### src/rtl/pipeline_if.sv
// ============================================================================
// pipeline_if
// ----------------------------------------------------------------------------
// Instruction-fetch stage of the 5-stage pipeline. Sits directly upstream of
// the IF/ID register. It holds the fetch PC and issues one word request at a
// time to instruction memory over a req/ack handshake. Returned words are
// buffered with their PCs in a 2-entry FIFO. The head of the FIFO is
// presented to decode. A branch/jump redirect flushes the buffer and steers
// fetch to the new target.
//
// Ports:
//   clk            clock, all state updates on the rising edge
//   rst            synchronous reset, active-high
//   stall          decode/hazard stall, head is not consumed this cycle
//   branch_ce      redirect request from branch resolution
//   branch_target  redirect address (low two bits are ignored)
//   mem_req        instruction-memory read request (registered)
//   mem_addr       word address of the request (registered)
//   mem_ack        memory accepted the request, mem_rdata valid this cycle
//   mem_rdata      instruction word returned by memory
//   inst_valid     head entry valid toward IF/ID
//   inst_out       head instruction (NOP when the buffer is empty)
//   pc_out         PC of the head instruction (holds last value when empty)
// ============================================================================
module pipeline_if #(
   parameter logic [31:0] RESET_PC   = 32'h0000_0000,
   parameter int          FIFO_DEPTH = 2
) (
   input  logic        clk,
   input  logic        rst,
   input  logic        stall,
   input  logic        branch_ce,
   input  logic [31:0] branch_target,
   output logic        mem_req,
   output logic [31:0] mem_addr,
   input  logic        mem_ack,
   input  logic [31:0] mem_rdata,
   output logic        inst_valid,
   output logic [31:0] inst_out,
   output logic [31:0] pc_out
);

   localparam logic [31:0] NOP   = 32'h0000_0013;
   localparam logic [1:0]  DEPTH = FIFO_DEPTH[1:0];

   // Memory-side state. WAIT means a live request is in flight. DISCARD means
   // a request is still in flight but a redirect has made its data stale.
   typedef enum logic [1:0] {
      MEM_IDLE,
      MEM_WAIT,
      MEM_DISCARD
   } memState_e;

   memState_e   memState_q;
   logic [31:0] memAddr_q;
   logic [31:0] fetchPc_q;
   logic [31:0] fetchPc_d;
   logic [1:0]  count_q;
   logic [1:0]  count_d;
   logic [31:0] slot0Pc_q;
   logic [31:0] slot0Inst_q;
   logic [31:0] slot1Pc_q;
   logic [31:0] slot1Inst_q;

   logic        outstanding;
   logic        pushEn;
   logic        popEn;
   logic        issueEn;
   logic [31:0] targetAligned;

   // Redirect targets are word addresses; misaligned low bits are dropped.
   assign targetAligned = branch_target & ~32'h0000_0003;

   // Control decisions for this cycle. A redirect overrides push, pop and
   // issue. A new request is only started when nothing is in flight and the
   // buffer still has a free slot for its data, which keeps
   // count + outstanding within the buffer depth.
   always_comb begin
      outstanding = (memState_q != MEM_IDLE);
      pushEn      = outstanding & mem_ack & (memState_q == MEM_WAIT) & ~branch_ce;
      popEn       = (count_q != 2'd0) & ~stall & ~branch_ce;
      issueEn     = ~outstanding & (count_q < DEPTH) & ~branch_ce;

      fetchPc_d = fetchPc_q;
      if (branch_ce) begin
         fetchPc_d = targetAligned;
      end else if (pushEn) begin
         fetchPc_d = memAddr_q + 32'd4;
      end

      count_d = count_q;
      if (branch_ce) begin
         count_d = 2'd0;
      end else if (pushEn && !popEn) begin
         count_d = count_q + 2'd1;
      end else if (!pushEn && popEn) begin
         count_d = count_q - 2'd1;
      end
   end

   // Request handshake FSM. The address is latched when the request starts,
   // so a redirect arriving mid-request cannot disturb mem_addr. A redirect
   // while waiting turns the pending response into one to be thrown away. An
   // ack in the same cycle as the redirect simply finishes the request; its
   // data is dropped by the push gating above.
   always_ff @(posedge clk) begin
      if (rst) begin
         memState_q <= MEM_IDLE;
         memAddr_q  <= RESET_PC;
      end else begin
         case (memState_q)
            MEM_IDLE: begin
               if (issueEn) begin
                  memState_q <= MEM_WAIT;
                  memAddr_q  <= fetchPc_q;
               end
            end
            MEM_WAIT: begin
               if (mem_ack) begin
                  memState_q <= MEM_IDLE;
               end else if (branch_ce) begin
                  memState_q <= MEM_DISCARD;
               end
            end
            MEM_DISCARD: begin
               if (mem_ack) begin
                  memState_q <= MEM_IDLE;
               end
            end
            default: begin
               memState_q <= MEM_IDLE;
            end
         endcase
      end
   end

   // Fetch PC: advances past each accepted word and jumps on redirect.
   // The 32-bit add wraps naturally from the top of the address space to 0.
   always_ff @(posedge clk) begin
      if (rst) begin
         fetchPc_q <= RESET_PC;
      end else begin
         fetchPc_q <= fetchPc_d;
      end
   end

   // Two-entry fetch buffer, slot0 is always the head. Popping the last
   // entry leaves slot0 untouched so pc_out keeps its last value. A redirect
   // only clears the count, again leaving pc_out where it was.
   always_ff @(posedge clk) begin
      if (rst) begin
         count_q     <= 2'd0;
         slot0Pc_q   <= 32'h0000_0000;
         slot0Inst_q <= NOP;
         slot1Pc_q   <= 32'h0000_0000;
         slot1Inst_q <= NOP;
      end else begin
         count_q <= count_d;
         case ({pushEn, popEn})
            2'b10: begin
               if (count_q == 2'd0) begin
                  slot0Pc_q   <= memAddr_q;
                  slot0Inst_q <= mem_rdata;
               end else begin
                  slot1Pc_q   <= memAddr_q;
                  slot1Inst_q <= mem_rdata;
               end
            end
            2'b01: begin
               if (count_q == 2'd2) begin
                  slot0Pc_q   <= slot1Pc_q;
                  slot0Inst_q <= slot1Inst_q;
               end
            end
            2'b11: begin
               if (count_q == 2'd1) begin
                  slot0Pc_q   <= memAddr_q;
                  slot0Inst_q <= mem_rdata;
               end else begin
                  slot0Pc_q   <= slot1Pc_q;
                  slot0Inst_q <= slot1Inst_q;
                  slot1Pc_q   <= memAddr_q;
                  slot1Inst_q <= mem_rdata;
               end
            end
            default: begin
            end
         endcase
      end
   end

   // Outputs are straight decodes of registered state.
   assign mem_req    = outstanding;
   assign mem_addr   = memAddr_q;
   assign inst_valid = (count_q != 2'd0);
   assign inst_out   = inst_valid ? slot0Inst_q : NOP;
   assign pc_out     = slot0Pc_q;

endmodule
### config.mk
export PLATFORM = sky130hd
export DESIGN_NAME = pipeline_if
export DESIGN_NICKNAME = d
export VERILOG_FILES = /design/src/rtl/pipeline_if.sv
export SDC_FILE = /design/constraint.sdc
export NUM_CORES = 1
export LEC_CHECK = 0
export BUFFER_PORTS_ARGS = -buffer_cell sky130_fd_sc_hd__buf_2
export CAP_MARGIN = 20
export CORE_UTILIZATION = 39
export DETAILED_ROUTE_END_ITERATION = 12
export PLACE_DENSITY = 0.72
export SYNTH_ARGS = -nofsm -noshare
export SYNTH_HDL_FRONTEND = slang
export SYNTH_SLANG_ARGS = --single-unit
### constraint.sdc
create_clock -name clk -period 3.3 [get_ports clk]
set_input_delay 0.165 -clock clk [delete_from_list [all_inputs] [get_ports clk]]
set_output_delay 0.165 -clock clk [all_outputs]
set_load 0.02 [all_outputs]
==> results of run 1 <==
[cell usage after synthesis (2+ instances only)]
| cell | count | area share, % |
|---|---|---|
| nand2_1 | 239 | 11 |
| dfxtp_1 | 196 | 47 |
| a21oi_1 | 120 | 7.2 |
| nor2_1 | 105 | 4.7 |
| nor3_1 | 81 | 4.8 |
| clkbuf_1 | 80 | 3.6 |
| a221oi_1 | 64 | 6.7 |
| nor2b_1 | 32 | 2.4 |
| xnor2_1 | 24 | 2.5 |
| o22ai_1 | 15 | 1.1 |
| inv_1 | 11 | 0.49 |
| buf_2 | 10 | 0.60 |
| nand3_1 | 10 | 0.60 |
| a211o_1 | 9 | 0.94 |
| ha_1 | 9 | 1.3 |
| buf_1 | 6 | 0.27 |
| or2_2 | 6 | 0.45 |
| nand3b_1 | 4 | 0.36 |
| nand4_1 | 3 | 0.22 |
| nor4_2 | 3 | 0.45 |
| o21a_1 | 3 | 0.27 |
| o21bai_1 | 3 | 0.27 |
| o32ai_1 | 3 | 0.31 |
| or3_1 | 3 | 0.22 |
| and4_1 | 2 | 0.21 |
| mux2_2 | 2 | 0.27 |
| mux2i_1 | 2 | 0.24 |
| o21ai_0 | 2 | 0.12 |
| xor2_1 | 2 | 0.21 |
[per-layer routing]
| metal | vias up | part of all wire, % |
|---|---|---|
| met2 | 259 | 46 |
| met3 | 27 | 6.1 |
| li1 | 3943 | - |
| met5 | - | 0 |
| met4 | 0 | 1.5 |
| met1 | 3769 | 47 |
[logic make-up after synthesis]
| kind of cell | share of synthesized area (%) |
|---|---|
| and+or+nand+nor | 26.3 |
| AOI/OAI and AO/OA | 17.4 |
| DFF | 46.8 |
| buffers and inverters | 5.00 |
| xor gates and xnor gates | 2.71 |
| adders and majority gates | 1.34 |
| muxes | 0.507 |
[registers in the layout (all words and copies together), names as in the netlist]
name / cells
count_q: 2
fetchPc_q: 32
memState_q: 2
mem_addr: 32
pc_out: 32
slot0Inst_q: 32
slot1Inst_q: 32
slot1Pc_q: 32
[final cells by class]
| cell class | count | area [sq um] |
|---|---|---|
| Fill cell | 2025 | 10600 |
| Clock inverter | 13 | 168 |
| Clock buffer | 19 | 453 |
| Timing Repair Buffer | 228 | 1470 |
| Sequential cell | 196 | 3920 |
| Multi-Input combinational cell | 759 | 4090 |
| Inverter | 11 | 41.3 |
| Tap cell | 275 | 344 |
[what timing repair did]
action	in CTS	in global routing
hold buffers	43	0
endpoints found under the hold margin	43	0
endpoints found under the setup margin	0	0
[report_power, final]
| part | internal (mW) | total, mW | switching [mW] | leakage [nW] |
|---|---|---|---|---|
| sequential | 2.44 | 2.51 | 0.0622 | 1.59 |
| clock | 1.25 | 2.22 | 0.966 | 0.307 |
| combinational | 0.194 | 0.478 | 0.284 | 2.03 |
[worst paths after layout]
| kind | end | slack [ns] | cells after the start |
|---|---|---|---|
| setup reg to reg | pc_out[11]$_SDFFE_PP0P_ | 0.41 | 10 |
| setup / recovery | pc_out[11]$_SDFFE_PP0P_ | 0.41 | 10 |
| hold reg to reg | mem_addr[14]$_SDFFE_PP0P_ | 0.45 | 2 |
| hold / removal | fetchPc_q[19]$_SDFFE_PP0P_ | 0.01 | 3 |
[cell usage in the layout, fill, tap and decap left out, types with 4 or more instances in the layout]
master,count
a211o_1,9
a21oi_1,120
a221oi_1,64
buf_12,4
buf_2,163
buf_4,17
clkbuf_16,17
dfxtp_1,196
dlygate4sd3_1,43
ha_1,9
inv_1,11
inv_6,5
nand2_1,238
nand3_1,10
nand3b_1,4
nor2_1,103
nor2b_1,32
nor3_1,80
o22ai_1,15
or2_2,6
xnor2_1,24
[worst register-to-register path: stages, from the launching register on]
cell	delay, ns
dfxtp_1	0.41
inv_1	0.10
ha_1	0.21
nor3_1	0.24
inv_1	0.16
ha_1	0.27
nor2b_1	0.18
or3_2	0.45
buf_4	0.32
a221oi_1	0.35
nor3_1	0.08
==> metrics, run 1 <==
Hold WS=0.0123 ns; crit path time final=2.89 ns; GRT busiest layer=met2; P_leak=3.93 nW; die footprint=22100 sq um; M1 GR Usage=28.7%; final WL=23600 um; Core ar.=21100 sq um; Synth cell types=43; post-layout power=5.20 mW; Post-Syn Area=8390 sq um; DP Cell Count=1426; clock transition at the registers of the reported paths=0.07 ns; Slew Limit Fails=0; Port Buf Inserts=164; Initial Util=39.8%; FMAX=346 MHz; Hold Path Class=primary input to flop; critical path type=flop to flop; fraction of layout cells with a size suffix above 1=19.7%; post-synthesis area per instance=7.89 sq um; power density over the cells=496 nW/um^2; sequential share of the synthesized area=46.8%; fin util=49.7%; hold path start=branch_target[19]; worst slack at placement=0.430 ns; Layout area overhead=24.9%; Post-synth EDFFs=0; Routed WL per cell=15.7 um; Mapped Cells=1063; DIE HEIGHT=149 um; synthesized flop and latch total=196; RR Startpoint=count_q[1]$_SDFFE_PP0P_; MaxCap Viol Count=0; Die X=149 um; Design Area, Final=10500 sq um; clock sinks=196; # IOs=167; Worst Skew=0.00977 ns; worst rel slew slack=48.0%; grt met3 use=3.59%; antenna violations before repair=0; Skew-Pair Late Insertion Delay=0.44 ns; Vias=7998; Synth async-reset ratio=0%; ANT nets after route=0; VDD IR-drop max=307 uV; # H-tree levels=4; post-cts sizing count=0; Worst setup SP type=flop; Syn Nets=1141; first-pass GRT wire length=38400 um; Clock Tree Buf Depth=2; Num CTS Buffers=17; postcts setup bufs=0; worst stage delay on the critical path=0.45 ns; vias in the first global route=7591; Iteration-0 DRC Markers=577; critical path's top delay family=simple AND/OR/NAND/NOR gates; Area after DPL=9430 sq um; total grt overflow=0; RSZ-0062 raised after global routing=no; std cell rows=53; TritonRoute pass-1 iters=6; status=finished clean; largest net degree at the start of global routing=73; nets@finish=1291; Worst Path Buf+Inv=3; Cell Count, Final, Fillers Out=1501; # setup viols final=0; setup TNS=0 ns; crit path from=count_q[1]$_SDFFE_PP0P_; Fin. Hold Viols=0; DPL Wire Length=14400 um; cell chain of the critical path=inv_1 > ha_1 > nor3_1 > inv_1 > ha_1 > nor2b_1 > or3_2 > buf_4 > a221oi_1 > nor3_1; Diodes inserted=0; Ys Warns=0; slowest stage cell, crit path=or3_2; final setup margin=0.411 ns; residual DRC count=0; grt met2 use=35.6%; Root Driver=clkbuf_16; global placement routability congestion=0.763; Crit path required time=3.60 ns; TritonCTS clock tree=yes; Tcrit/Tclk final=87.6%; pin slew with the least headroom to its limit=0.778 ns; Top FF cell, synth=dfxtp_1; vias per cell=5.33; CP endpoint kind=flop; total track usage=21.6%; crit path max fanout=50; CP arrival=3.19 ns
Note: power is estimated with default switching activity, not from simulation.
==> run 2, diff against run 1 <==
Settings changed: PLACE_DENSITY 0.72 to 0.74.
Clock period 3.3 ns to 2.65 ns, I/O delays scaled along.
==> run 2 against run 1 <==
  * Sequential power is 24% higher
  * First-iteration DRC count shrank 19%
  * Hold slack better by 0.017 ns
  * Clock skew increased by 0.0015 ns
  * Die area unchanged
  * Non-clock buffer count grew 28
==> metrics, run 2 (synthesis results as in run 1) <==
critical path type=flop to flop; # fillers=2007; CP endpoint kind=flop; DIE HEIGHT=149 um; vias per cell=5.26; Worst Skew=0.0112 ns; RSZ-0062 raised after global routing=no; Port Buf Inserts=164; pin slew with the least headroom to its limit=0.713 ns; Clock Tree Buf Depth=2; largest net degree at the start of global routing=108; area of the multi-input gates=4100 sq um; Worst setup SP type=flop; MaxCap Viol Count=0; first-pass GRT wire length=37800 um; die footprint=22100 sq um; Layout area overhead=27.5%; # IOs=167; final WL=23700 um; # H-tree levels=4; crit path max fanout=20; clock sinks=196; TritonRoute pass-1 iters=7; postcts setup bufs=0; commonest non-fill, non-tap cells in the layout=nand2_1 (238), dfxtp_1 (196), buf_2 (163); std cell rows=53; grt met2 use=36.0%; power density over the cells=577 nW/um^2; Cell Count, Final, Fillers Out=1528; Skew-Pair Late Insertion Delay=0.43 ns; nets@finish=1319; P_leak=4.02 nW; residual DRC count=0; clock transition at the registers of the reported paths=0.07 ns; Fin. Hold Viols=0; ANT nets after route=0; TritonCTS clock tree=yes; total track usage=21.5%; setup TNS=0 ns; antenna violations before repair=0; global placement routability congestion=0.775; Seq. cell area=3920 sq um; FMAX=409 MHz; Num CTS Buffers=17; Root Driver=clkbuf_16; grt met3 use=3.77%; worst rel slew slack=52.5%; Core ar.=21100 sq um; fraction of layout cells with a size suffix above 1=20.3%; Crit path required time=2.94 ns; vias in the first global route=7392; Slew Limit Fails=0; Diodes inserted=0; commonest non-fill, non-tap cell in the layout=nand2_1; DPL Wire Length=14400 um; Die X=149 um; total grt overflow=0; VDD IR-drop max=390 uV; # setup viols final=0; DP Cell Count=1438; Routed WL per cell=15.5 um; Iteration-0 DRC Markers=466; GRT busiest layer=met2; status=finished clean; crit path time final=2.44 ns; M1 GR Usage=28.1%; Vias=8034; Initial Util=39.8%; CP arrival=2.73 ns; Tcrit/Tclk final=92.2%; Hold Path Class=primary input to flop
==> run 2: cell count changes in the layout (fill, tap and decap cells not counted), sizes merged <==
cell,before,now
clkbuf,19,22
clkinvlp,1,4
bufinv,3,0
inv,17,12
clkinv,3,4
buf,185,198
dlygate4sd3,43,58
==> run 2: final timing paths <==
path                           endpoint  slack (ns)  cells past startpoint                        from
max             pc_out[29]$_SDFFE_PP0P_        0.21                     10     count_q[0]$_SDFFE_PP0P_
min          fetchPc_q[24]$_SDFFE_PP0P_        0.03                      3           branch_target[24]
max reg2reg     pc_out[29]$_SDFFE_PP0P_        0.21                     10     count_q[0]$_SDFFE_PP0P_
min reg2reg   mem_addr[19]$_SDFFE_PP0P_        0.45                      2  fetchPc_q[19]$_SDFFE_PP0P_
==> run 2: what timing repair did <==
action	CTS	global route
hold endpoints to repair	75	0
endpoints found under the setup margin	0	21
gates resized for setup	0	2
hold buffers	58	0
==> run 2: through the flow <==
stage | area [sq um] | worst slack, ns | hold WS, ns | total power, mW | utilization, %
finish | 10700 | 0.206 | 0.0294 | 6.17 | 50.7
global route | 10700 | 0.0128 | 0.0144 | 6.41 | 50.7
CTS | 10700 | 0.0930 | 0.0137 | 6.22 | 50.6
detailed placement | 9530 | 0.101 | 0.356 | 3.75 | 45.2
global placement | 9530 | 0.175 | 0.347 | 3.74 | 45.2
floorplan | 8390 | 0.00150 | 0.209 | 3.53 | -
==> run 2: area by class of cell <==
| class | count | area share, % |
|---|---|---|
| clock buffer | 22 | 4.43 |
| clock inverter | 9 | 0.690 |
| inverter | 11 | 0.386 |
| multi-input combinational | 759 | 38.3 |
| sequential | 196 | 36.7 |
| tap | 275 | 3.22 |
| timing repair buffer | 256 | 16.3 |
==> run 2: power by group <==
group          switching, mW  internal (mW)
combinational          0.366          0.267
sequential            0.0734           3.05
clock                   1.14           1.28
total                   1.58           4.59
==> run 2: routing by layer <==
metal	wire, um	vias up
li1	-	3999
met1	10800	3756
met2	11200	259
met3	1420	20
met4	221	0
met5	0	-
==> run 2: worst max-delay path, stage by stage (launching register included) <==
cell and delay, ns:
dfxtp_1 0.33, inv_1 0.07, ha_1 0.22, nor3_2 0.21, inv_1 0.10, ha_1 0.19, nor2b_1 0.14, or3_2 0.46
buf_4 0.24, a221oi_1 0.27, nor3_1 0.08
==> run 3, diff against run 2 <==
Settings changed: GPL_TIMING_DRIVEN set to 1, PLACE_DENSITY 0.74 to 0.7.
Clock period 2.65 ns to 2.6 ns, I/O delays scaled along.
==> run 3 against run 2 <==
  * Combinational power rose by 2%
  * Non-clock buffer count fell by 4
  * Design area rose by 0.28%
  * Wire length fell by 0.20%
  * Hold slack got worse by 0.017 ns
  * Die area did not move
  * Clock-buffer cell count fell by 1
  * Cell count fell by 0.20%
  * Maximum frequency rose by 2.6%
  * Highest routed layer unchanged
  * Critical endpoint is now pc_out[17]$_SDFFE_PP0P_
  * Worst setup slack improved by 0.012 ns
==> metrics, run 3 (synthesis results as in run 1) <==
postcts setup bufs=0; critical path type=flop to flop; Layout area overhead=27.9%; antenna violations before repair=0; CP endpoint kind=flop; Routed WL per cell=15.5 um; P_leak=4.04 nW; MaxCap Viol Count=0; DIE HEIGHT=149 um; Cell Count, Final, Fillers Out=1525; Port Buf Inserts=164; status=finished clean; final WL=23600 um; Reg power frac=50.2%; Diodes inserted=0; CP arrival=2.70 ns; setup TNS=0 ns; FMAX=420 MHz; Hold Path Class=primary input to flop; Worst Path Buf+Inv=3; largest net degree at the start of global routing=108; Iteration-0 DRC Markers=526; switching part of the total=26.1%; Tcrit/Tclk final=91.6%; vias in the first global route=7502; Worst setup SP type=flop; worst stage delay on the critical path=0.39 ns; commonest non-fill, non-tap cells in the layout=nand2_1 (238), dfxtp_1 (196), buf_2 (163); # H-tree levels=4; post-layout power=6.33 mW; Crit path required time=2.92 ns; TritonRoute pass-1 iters=5; Area after DPL=9580 sq um; die footprint=22100 sq um; combinational fraction of design power=10.2%; fraction of layout cells with a size suffix above 1=20.3%; residual DRC count=0; fin util=50.9%; DPL Wire Length=14200 um; Vias=7983; Initial Util=39.8%; vias per cell=5.23; Slew Limit Fails=0; slowest stage cell, crit path=or3_4; total track usage=21.6%; power density over the cells=590 nW/um^2; Clock Tree Buf Depth=2; # IOs=167; Root Driver=clkbuf_16; # setup viols final=0; ANT nets after route=0; pin slew with the least headroom to its limit=0.714 ns; Num CTS Buffers=17; commonest non-fill, non-tap cell in the layout=nand2_1; # fillers=1990; critical path's top delay family=simple AND/OR/NAND/NOR gates; switching power=1.65 mW; first-pass GRT wire length=38200 um; Skew-Pair Late Insertion Delay=0.43 ns; Fin. Hold Viols=0; Die X=149 um; clock sinks=196; worst reg2reg setup slack=0.22 ns; Core ar.=21100 sq um; nets@finish=1315; cell chain of the critical path=inv_1 > ha_1 > nor3_2 > inv_1 > ha_1 > nor2b_1 > or3_4 > buf_12 > a221oi_1 > nor3_1; worst rel slew slack=52.4%; DP Cell Count=1436; clock transition at the registers of the reported paths=0.08 ns; Worst Skew=0.00982 ns; Design Area, Final=10700 sq um; TritonCTS clock tree=yes; RSZ-0062 raised after global routing=no; std cell rows=53; power share of the clock group=39.5%; total grt overflow=0; crit path time final=2.38 ns; crit path max fanout=26; VDD IR-drop max=394 uV; Int Power=4.68 mW; global placement routability congestion=0.772
==> run 3: power groups by stage <==
stage / Combinational, mW / Clock, mW / Sequential, mW
after floorplan: 0.329 / 0 / 3.27
after global placement: 0.572 / 0 / 3.24
after detailed placement: 0.580 / 0 / 3.24
after CTS: 0.647 / 2.58 / 3.18
after global routing: 0.713 / 2.71 / 3.19
final: 0.648 / 2.50 / 3.18
==> run 3: path summary, 6_finish.rpt <==
| check | depth (start not counted) | to | start |
|---|---|---|---|
| worst max register to register | 10 | pc_out[17]$_SDFFE_PP0P_ | count_q[0]$_SDFFE_PP0P_ |
| worst min register to register | 2 | mem_addr[0]$_SDFFE_PP0P_ | fetchPc_q[0]$_SDFFE_PP0P_ |
| worst min-delay path | 3 | fetchPc_q[25]$_SDFFE_PP0P_ | branch_target[25] |
| worst max-delay path | 10 | pc_out[17]$_SDFFE_PP0P_ | count_q[0]$_SDFFE_PP0P_ |
==> run 3: repair_timing <==
item,CTS,global route
resized for setup,0,4
endpoints found under the setup margin,0,25
hold buffers,56,1
hold endpoints to repair,78,1
==> run 3: metrics by stage <==
stage                     setup WS, ns  hold WS, ns
after floorplan                 0.0544        0.207
after global placement           0.181        0.348
after detailed placement         0.114        0.349
after CTS                        0.104      0.00205
after global routing            0.0572     0.000148
final                            0.218       0.0128
==> run 3: routing by layer <==
metal,vias to the layer above,wire [um],track usage [%]
met5,-,0,0
met4,0,219,5.93
met3,22,1260,4.14
met2,232,11100,35.5
met1,3744,11000,28.8
li1,3985,-,-
==> run 3: cell type report <==
cell class / count / area, sq um / share of cell area (%)
Clock inverter: 11 / 91.3 / 0.851
Sequential cell: 196 / 3920 / 36.6
Inverter: 11 / 41.3 / 0.385
Tap cell: 275 / 344 / 3.21
Timing Repair Buffer: 252 / 1760 / 16.4
Clock buffer: 21 / 460 / 4.29
Multi-Input combinational cell: 759 / 4110 / 38.3
==> run 3: worst reg2reg max path, delay by kind of cell, from the launching register on <==
kind | cells | cell delay (ns)
adder cells (fa/ha/maj) | 2 | 0.43
flip-flops | 1 | 0.33
buffers and inverters | 3 | 0.35
AND/OR/NAND/NOR | 4 | 0.85
AO/OA/AOI/OAI | 1 | 0.32
